==> src/rtl/bcd_counter4.sv <==
// bcd_counter4: four-digit BCD up/down counter with a built-in prescaler.
// Drives one BCD nibble per seven-segment decoder. All outputs come straight
// from registers, so the decoders never see glitches.
module bcd_counter4 #(
  parameter int TICK_DIV = 50000000
) (
  input  logic        clk,
  input  logic        reset,
  input  logic        en,
  input  logic        up,
  input  logic        load,
  input  logic [15:0] load_val,
  output logic [3:0]  digit3,
  output logic [3:0]  digit2,
  output logic [3:0]  digit1,
  output logic [3:0]  digit0,
  output logic        step,
  output logic        wrap
);

  // Prescaler width: TICK_DIV-1 must fit; a one-cycle divider still needs 1 bit.
  localparam int PW = (TICK_DIV > 1) ? $clog2(TICK_DIV) : 1;
  localparam logic [PW-1:0] PCNT_LAST = PW'(TICK_DIV - 1);

  logic [PW-1:0] r_pcnt;
  logic [3:0]    r_digit [4];
  logic          r_step;
  logic          r_wrap;

  logic [3:0]    w_next [4];
  logic          w_carry;
  logic          w_wrap;
  logic          w_tick;
  logic [3:0]    w_load [4];

  // Clamp a load nibble into the legal BCD range so digits stay 0 to 9.
  function automatic logic [3:0] satNibble(input logic [3:0] n);
    return (n > 4'd9) ? 4'd9 : n;
  endfunction

  // A load on the terminal-count cycle wins, so it masks the tick here.
  assign w_tick = en && !load && (r_pcnt == PCNT_LAST);

  // Saturated load value, one entry per digit, LSD at index 0.
  always_comb begin
    for (int i = 0; i < 4; i++) begin
      w_load[i] = satNibble(load_val[4*i +: 4]);
    end
  end

  // Ripple the carry/borrow through all four digits in one cycle; a carry
  // out of the MSD means the whole counter wrapped (9999->0000 or back).
  always_comb begin
    w_carry = 1'b1;
    for (int i = 0; i < 4; i++) begin
      w_next[i] = r_digit[i];
      if (w_carry) begin
        if (up) begin
          if (r_digit[i] >= 4'd9) begin
            w_next[i] = 4'd0;
          end else begin
            w_next[i] = r_digit[i] + 4'd1;
            w_carry   = 1'b0;
          end
        end else begin
          if (r_digit[i] == 4'd0) begin
            w_next[i] = 4'd9;
          end else begin
            w_next[i] = r_digit[i] - 4'd1;
            w_carry   = 1'b0;
          end
        end
      end
    end
    w_wrap = w_carry;
  end

  // State update in priority order: reset, load, enabled count, hold.
  always_ff @(posedge clk) begin
    if (reset) begin
      r_pcnt <= '0;
      r_step <= 1'b0;
      r_wrap <= 1'b0;
      for (int i = 0; i < 4; i++) begin
        r_digit[i] <= 4'd0;
      end
    end else if (load) begin
      r_pcnt <= '0;
      r_step <= 1'b0;
      r_wrap <= 1'b0;
      for (int i = 0; i < 4; i++) begin
        r_digit[i] <= w_load[i];
      end
    end else if (en) begin
      if (r_pcnt == PCNT_LAST) begin
        r_pcnt <= '0;
      end else begin
        r_pcnt <= r_pcnt + 1'b1;
      end
      r_step <= w_tick;
      r_wrap <= w_tick && w_wrap;
      if (w_tick) begin
        for (int i = 0; i < 4; i++) begin
          r_digit[i] <= w_next[i];
        end
      end
    end else begin
      r_step <= 1'b0;
      r_wrap <= 1'b0;
    end
  end

  assign digit3 = r_digit[3];
  assign digit2 = r_digit[2];
  assign digit1 = r_digit[1];
  assign digit0 = r_digit[0];
  assign step   = r_step;
  assign wrap   = r_wrap;

endmodule

==> config.mk <==
export PLATFORM = sky130hd
export DESIGN_NAME = bcd_counter4
export DESIGN_NICKNAME = d
export VERILOG_FILES = /design/src/rtl/bcd_counter4.sv
export SDC_FILE = /design/constraint.sdc
export NUM_CORES = 1
export LEC_CHECK = 0
export BUFFER_PORTS_ARGS = -buffer_cell sky130_fd_sc_hd__buf_2
export CAP_MARGIN = 20
export CORE_AREA = 5 5 82 84
export CTS_BUF_LIST = sky130_fd_sc_hd__clkbuf_4 sky130_fd_sc_hd__clkbuf_8
export DETAILED_ROUTE_END_ITERATION = 8
export DIE_AREA = 0 0 87 89
export GPL_TIMING_DRIVEN = 0
export PLACE_DENSITY = 0.77
export SYNTH_ARGS = -nofsm -noshare
export SYNTH_HDL_FRONTEND = slang
export SYNTH_SLANG_ARGS = --single-unit
==> constraint.sdc <==
create_clock -name clk -period 2.1 [get_ports clk]
set_input_delay 0.21 -clock clk [delete_from_list [all_inputs] [get_ports clk]]
set_output_delay 0.21 -clock clk [all_outputs]
set_load 0.005 [all_outputs]
# == Word-level counts from Yosys, hierarchy flattened ==
# Memory sizes are Yosys's and may differ from the RTL's.
# Cells that the tools add are included.
# word_totals
reg_bits,28
mem_bits_rw,16
out_inout_bits,18
n_memories,1
# op_classes
n_addsub,9
order_cmp,8
eq_ne,1
muxes,53
n_bitwise,9
reduce_logical,10
# memory_table
name,words,width,read_ports,rd_clocked_by_memory_dff,wr,line,rtl
r_digit,4,4,4,0,4,26,logic [3:0] r_digit [4];
# ops
cell,count
$mux W4,27
$add A26 B1 Y26 const B,1
$eq A26 B26 Y1 const B,1
$mux W26,1
$mux W1,25
$add A4 B1 Y4 const B,4
$ge A4 B4 Y1 const B,4
$gt A4 B4 Y1 const B,4
$logic_not A4 Y1,4
$sub A4 B1 Y4 const B,4
$or A1 B1 Y1,8
$logic_and A1 B1 Y1,3
$reduce_or A3 Y1,1
$reduce_or A2 Y1,1
$logic_not A1 Y1,1
$not A1 Y1,1

# == Depth between registers and ports, before layout ==
# Gate-level depths: netlist (run 1).
# logic_depth
word_depth,9
ltp_mapped,6
depth_no_buf,6

# == Worst setup path after synthesis (run 1) ==
# Ideal clock, no wire load.
# synth_path
kind,reg-to-reg
startpoint,register r_pcnt[9]
endpoint,memory r_digit[1][0] (enable)
setup_ns,0.373
arrival_time_ns,1.830
setup_slack_ns,-0.103
stages_incl_launch_ff,7
path_buffers,2
synth_period_minus_slack_ns,2.203
cell_sequence,dfxtp_1 buf_2 or4_4 nor2_1 nand3_1 buf_2 o31ai_1
# synth_rtl
item,line,rtl
"start, declared",25,logic [PW-1:0] r_pcnt;
"start signal, assigned",98,r_pcnt <= r_pcnt + 1'b1;
"end, declared",26,

==> flow_metrics.tcl, run 1 <==
set metrics [dict create \
    grt_max_degree 14 \
    number_of_standard_cells_in_the_final_layout_excluding_fillers 499 \
    holdCritPathClass "in2reg" \
    pleak_nw 1.33 \
    drt-initial-drc-count 219 \
    clk_pin_slew_worst_paths_ps 90 \
    grt_overflow_total 0 \
    final_layout_size_suffix_gt1_frac 0.264 \
    synthArstFlopShare 0 \
    p_comb_frac 0.213 \
    swShare 0.283 \
    hold_violations 0 \
    io_pins 39 \
    num_antenna_cells 0 \
    worstMarginPinSlew_ps 649 \
    synth_top_cells_by_area "sky130_fd_sc_hd__dfxtp_1, sky130_fd_sc_hd__edfxtp_1, sky130_fd_sc_hd__ha_1" \
    row_count 28 \
    share_of_total_power_in_sequential_cells 0.461 \
    clkLatencyLatePin_ps 310 \
    synth_cell_types 63 \
    run_status "finished with violations" \
    cp-startpoint "r_digit[0][0]" \
    clk_path_buf_depth 2 \
    syn_inst 362 \
    finish.net_count 460 \
    post-route-worst-setup-slack_ps -57.6 \
    die-height_um 89 \
    vdd_drop_max_uv 505 \
    clock-root-buffer "sky130_fd_sc_hd__clkbuf_8" \
    clock_tree_from_tritoncts "done" \
    totalNegativeSetupSlack_ps -518 \
    grt_first_pass_wirelength_um 13800 \
    portBuffers 37 \
    core_um2 5850 \
    post-route-min-period_ps 2160 \
    synth_flop_cell "sky130_fd_sc_hd__dfxtp_1" \
    tritoncts.num_buffers 5 \
    htree_levels 2 \
    timing.max_cap.violations 0 \
    yosysMostFrequentCell "sky130_fd_sc_hd__nor2_1" \
    synth_area_um2 3100 \
    detailedPlacementHpwl_um 5910 \
    total_via_count_in_the_routed_design 3170 \
    numPlacedInstances 474 \
    min_from "load_val[15]" \
    wl_per_cell_um 17.4 \
    power.internal_mw 1.47 \
    rsz0062_at_grt "yes" \
    cp-end-kind "register" \
    place_congestion 0.897 \
    finalWirelength_um 8670 \
    utilization_after_layout 0.650 \
    globalRouteTotalUtil 0.223 \
    timing_worst_setup_path_type "reg2reg" \
    ys_ff_latch 44 \
    slew_headroom 0.565 \
    cts.hold.buffers_added 0 \
    final_antenna_net_count 0 \
    dpl_worst_slack_ps -308 \
    yosys_warnings 0 \
    peak_fanout_along_the_critical_path 4 \
    number_of_global_route_vias_before_repair 2913 \
    fin_worst_hold_slack_ps 207 \
    maximum_frequency_from_static_timing_analysis_mhz 463 \
    cp_data_arrival_time_ps 2160 \
    fin_worst_skew_ps 12.2 \
    clockPowerShare 0.326 \
    crit_path_start_kind "register" \
    netlist.area_leader.share 0.181 \
    post-route-drc-count 0 \
    die_area_um2 7740 \
    drt_first_pass_iters 5 \
    worst_ep_required_time_ps 2110 \
    power-per-cell-area_nw_per_um2 540 \
    final-setup-viol-count 14 \
    area.growth.synth_to_final_pct 22.7 \
    yosysSeqAreaShare 0.336 \
    synth-edff-count 16 \
    synth_fp_nets 399 \
    clock_sinks 44 \
    synth_top_area_cell "sky130_fd_sc_hd__dfxtp_1" \
    layout_worst_path_cycle_share 1.03 \
    grt_antenna_before_repair 0 \
    synth_common_cells "sky130_fd_sc_hd__nor2_1, sky130_fd_sc_hd__a21oi_1, sky130_fd_sc_hd__dfxtp_1" \
    route.detailed.vias_per_inst 6.35 \
    avgSynthCellArea_um2 8.56 \
    die_span_x_um 87 \
    timing_max_transition_violations_final 0 \
    switchingPower_uw 581 \
    failed_checks "negative setup slack" \
    initial_utilization 0.530 \
    crit-reg2reg-launch "r_digit[0][0]" \
]
[final timing paths]
kind	end	depth (start not counted)	slack [ps]
worst max-delay path	r_digit[3][0]	6	-60
worst min-delay path	r_digit[3][3]	3	210
worst max register to register	r_digit[3][0]	6	-60
worst min register to register	r_pcnt[23]	2	490
[placed cells by master, fill, tap and decap left out, types with 7 or more instances in the layout]
| cell | count |
|---|---|
| sky130_fd_sc_hd__o31ai_1 | 17 |
| sky130_fd_sc_hd__nor2_1 | 32 |
| sky130_fd_sc_hd__edfxtp_1 | 16 |
| sky130_fd_sc_hd__inv_1 | 17 |
| sky130_fd_sc_hd__xor2_1 | 7 |
| sky130_fd_sc_hd__xnor2_1 | 8 |
| sky130_fd_sc_hd__o21ai_0 | 14 |
| sky130_fd_sc_hd__ha_1 | 12 |
| sky130_fd_sc_hd__dfxtp_1 | 22 |
| sky130_fd_sc_hd__a21oi_1 | 28 |
| sky130_fd_sc_hd__nand3_1 | 8 |
| sky130_fd_sc_hd__buf_2 | 40 |
| sky130_fd_sc_hd__buf_4 | 19 |
| sky130_fd_sc_hd__nand2_1 | 15 |
| sky130_fd_sc_hd__nand4_1 | 11 |
| sky130_fd_sc_hd__nor3_1 | 7 |
| sky130_fd_sc_hd__clkbuf_1 | 10 |
| sky130_fd_sc_hd__nand3b_1 | 8 |
| sky130_fd_sc_hd__or4_1 | 10 |
[critical path, stage by stage (launching register included)]
cell and delay (ps):
sky130_fd_sc_hd__edfxtp_1 460, sky130_fd_sc_hd__inv_2 120, sky130_fd_sc_hd__ha_4 150, sky130_fd_sc_hd__or3b_4 390
sky130_fd_sc_hd__a211oi_2 220, sky130_fd_sc_hd__nand4_1 220, sky130_fd_sc_hd__o21ai_2 310
[through the flow]
stage	cell area, um2	total power, mW
after CTS	3640	2.01
after global routing	3800	2.14
after floorplan	3110	1.20
after detailed placement	3390	1.32
final	3800	2.05
after global placement	3390	1.31
[layout make-up]
class	count	area, um2
Buffer	18	87.6
Clock buffer	6	76.3
Clock inverter	2	35.0
Fill cell	510	2050
Inverter	21	78.8
Multi-Input combinational cell	279	2070
Sequential cell	44	1050
Tap cell	75	93.8
Timing Repair Buffer	54	313
[kinds of logic (layout without fill, tap and decap cells)]
logic type,count (synthesis),in the layout,share of synthesized area
muxes,1,1,0.00323
adders and majority gates,16,16,0.0646
AOI/OAI and AO/OA,104,104,0.228
and+or+nand+nor,143,143,0.277
xor gates and xnor gates,15,15,0.0424
buffers and inverters,39,101,0.0497
DFF,44,44,0.336
[state kept, by name (all words and copies together) (netlist names)]
signal	cells
r_digit	16
r_pcnt	26
step	1
wrap	1
[routing by layer]
layer / up-vias / GRT usage / wire, um
met3: 16 / 0.0323 / 538
li1: 1500 / - / -
met5: - / 0 / 0
met1: 1525 / 0.272 / 3520
met2: 129 / 0.393 / 4440
met4: 0 / 0.0963 / 170
[power groups by stage]
stage	clock, mW	sequential (mW)	combinational [mW]
2_1_floorplan	0	0.967	0.232
3_3_place_gp	0	0.971	0.340
3_5_place_dp	0	0.973	0.348
4_1_cts	0.672	0.945	0.391
5_1_grt	0.710	0.952	0.479
6_report	0.670	0.948	0.437
[timing repair]
action | in CTS | in global routing
setup endpoints to repair | 41 | 44
resized for setup | 27 | 21
setup buffers | 6 | 11
hold endpoints to repair | 0 | 0
pin swaps | 8 | 10
No activity file was read; power rests on OpenSTA's default activity.
==> run 2: changes to the inputs <==
- PLACE_DENSITY: 0.77 -> 0.74
- clock period: 2.1 -> 2.28 ns (I/O delays scaled with it)
==> flow_metrics.tcl, run 2 (synthesis gave the netlist of run 1 again) <==
set metrics [dict create \
    run_status "complete, no violations" \
    hold_violations 0 \
    largest_register "r_pcnt" \
    area.growth.synth_to_final_pct 16.7 \
    peak_fanout_along_the_critical_path 4 \
    drt_first_pass_iters 6 \
    final-setup-viol-count 0 \
    cts.hold.buffers_added 0 \
    totalNegativeSetupSlack_ps 0 \
    route.detailed.vias_per_inst 6.15 \
    initial_utilization 0.530 \
    die-height_um 89 \
    num_antenna_cells 0 \
    slew_headroom 0.500 \
    cp_data_arrival_time_ps 2200 \
    clock_sinks 44 \
    post-route-drc-count 0 \
    htree_levels 2 \
    maximum_frequency_from_static_timing_analysis_mhz 454 \
    timing.max_cap.violations 0 \
    fin_worst_hold_slack_ps 234 \
    timing_max_transition_violations_final 0 \
    final_design_area_no_fill_um2 3620 \
    finalWirelength_um 8020 \
    row_count 28 \
    worstMarginPinSlew_ps 748 \
    grt_first_pass_wirelength_um 13100 \
    core_um2 5850 \
    most-common-layout-cells "sky130_fd_sc_hd__buf_2, sky130_fd_sc_hd__nor2_1, sky130_fd_sc_hd__a21oi_1" \
    worstPathCellList "inv_1, ha_1, or3b_1, a211oi_1, nand4_1, o21ai_4" \
    die_span_x_um 87 \
    globalRouteTotalUtil 0.209 \
    worst_ep_required_time_ps 2280 \
    clkLatencyLatePin_ps 300 \
    vdd_drop_max_uv 282 \
    timing.reg2reg.setup_slack_ps 80 \
    timing_worst_setup_path_type "reg2reg" \
    finish.net_count 450 \
    portBuffers 37 \
    grt_antenna_before_repair 0 \
    rsz0062_at_grt "yes" \
    cp-end-kind "register" \
    largest_reg_flops 26 \
    number_of_global_route_vias_before_repair 2751 \
    final_layout_size_suffix_gt1_frac 0.200 \
    pleak_nw 1.27 \
    crit_path_start_kind "register" \
    buf_inv_on_cp 1 \
    grt_max_degree 14 \
    post-route-worst-setup-slack_ps 79.6 \
    largest_registers "r_pcnt: 26 flops, r_digit: 16 flops" \
    path_delay_family "simple AND/OR/NAND/NOR gates" \
    clk_path_buf_depth 2 \
    clock-root-buffer "sky130_fd_sc_hd__clkbuf_8" \
    clk_pin_slew_worst_paths_ps 90 \
    timing.critical_path.slowest_cell_delay_ps 440 \
    dpl_worst_slack_ps -322 \
    final_antenna_net_count 0 \
    clock_tree_from_tritoncts "done" \
    post-route-min-period_ps 2200 \
    io_pins 39 \
    holdCritPathClass "in2reg" \
    layout_worst_path_cycle_share 0.965 \
    tritoncts.num_buffers 5 \
    detailed_place.area_um2 3380 \
    wl_per_cell_um 16.4 \
    mostFrequentLayoutCell "sky130_fd_sc_hd__buf_2" \
    power-per-cell-area_nw_per_um2 486 \
    utilization_after_layout 0.618 \
    die_area_um2 7740 \
    grt_overflow_total 0 \
    cell_type_of_the_slowest_stage_on_the_worst_timing_path "sky130_fd_sc_hd__edfxtp_1" \
    fin_worst_skew_ps 11.9 \
    drt-initial-drc-count 157 \
    detailedPlacementHpwl_um 5720 \
    total_via_count_in_the_routed_design 3005 \
    place_congestion 0.845 \
]
==> run 2: cell types whose count changed in the layout (fill, tap and decap cells not counted), sizes merged <==
cell | before | now
buf | 61 | 51
clkbuf | 17 | 19
bufinv | 1 | 0
clkinv | 1 | 0
==> run 2: tightest hold or removal path: stages <==
cell                      delay [ps]
sky130_fd_sc_hd__buf_2           100
sky130_fd_sc_hd__nand2_1          50
sky130_fd_sc_hd__o31ai_1          50
==> run 2: repair_timing <==
| action | CTS | global route |
|---|---|---|
| gates resized for setup | 8 | 11 |
| cloned | 0 | 0 |
| buffers inserted | 2 | 5 |
| pin swaps | 1 | 3 |
| setup endpoints to repair | 13 | 30 |
==> run 2: final timing paths <==
| check | start | end | depth (start not counted) |
|---|---|---|---|
| max | r_digit[0][0] | r_digit[3][0] | 6 |
| min | load_val[11] | r_digit[2][3] | 3 |
| max reg2reg | r_digit[0][0] | r_digit[3][0] | 6 |
| min reg2reg | r_pcnt[23] | r_pcnt[23] | 2 |
==> run 2: per-stage QoR <==
step           total power [mW]  cells
5_1_grt                    1.84    489
2_1_floorplan              1.10    362
6_report                   1.76    489
3_5_place_dp               1.21    474
4_1_cts                    1.75    484
3_3_place_gp               1.20    474
==> run 2: power breakdown <==
part	switching (mW)	total (mW)	internal [mW]
clock	0.264	0.536	0.271
sequential	0.0314	0.871	0.839
combinational	0.200	0.353	0.153
==> run 2: layout make-up <==
cell class | instances | area [um2]
well taps | 75 | 93.8
inverters | 21 | 78.8
fillers | 546 | 2230
flip-flops and latches | 44 | 1040
repair buffers | 44 | 238
clock buffers | 8 | 97.6
multi-input cells | 279 | 1990
plain buffers | 18 | 80.1
==> run 2: routing by layer <==
layer  global-route usage  vias to the layer above  part of all wire
met5                    0                        -                 0
li1                     -                     1480                 -
met2                0.383                       80              0.52
met3               0.0221                       10             0.044
met4               0.0609                        0             0.013
met1                0.258                     1435              0.42
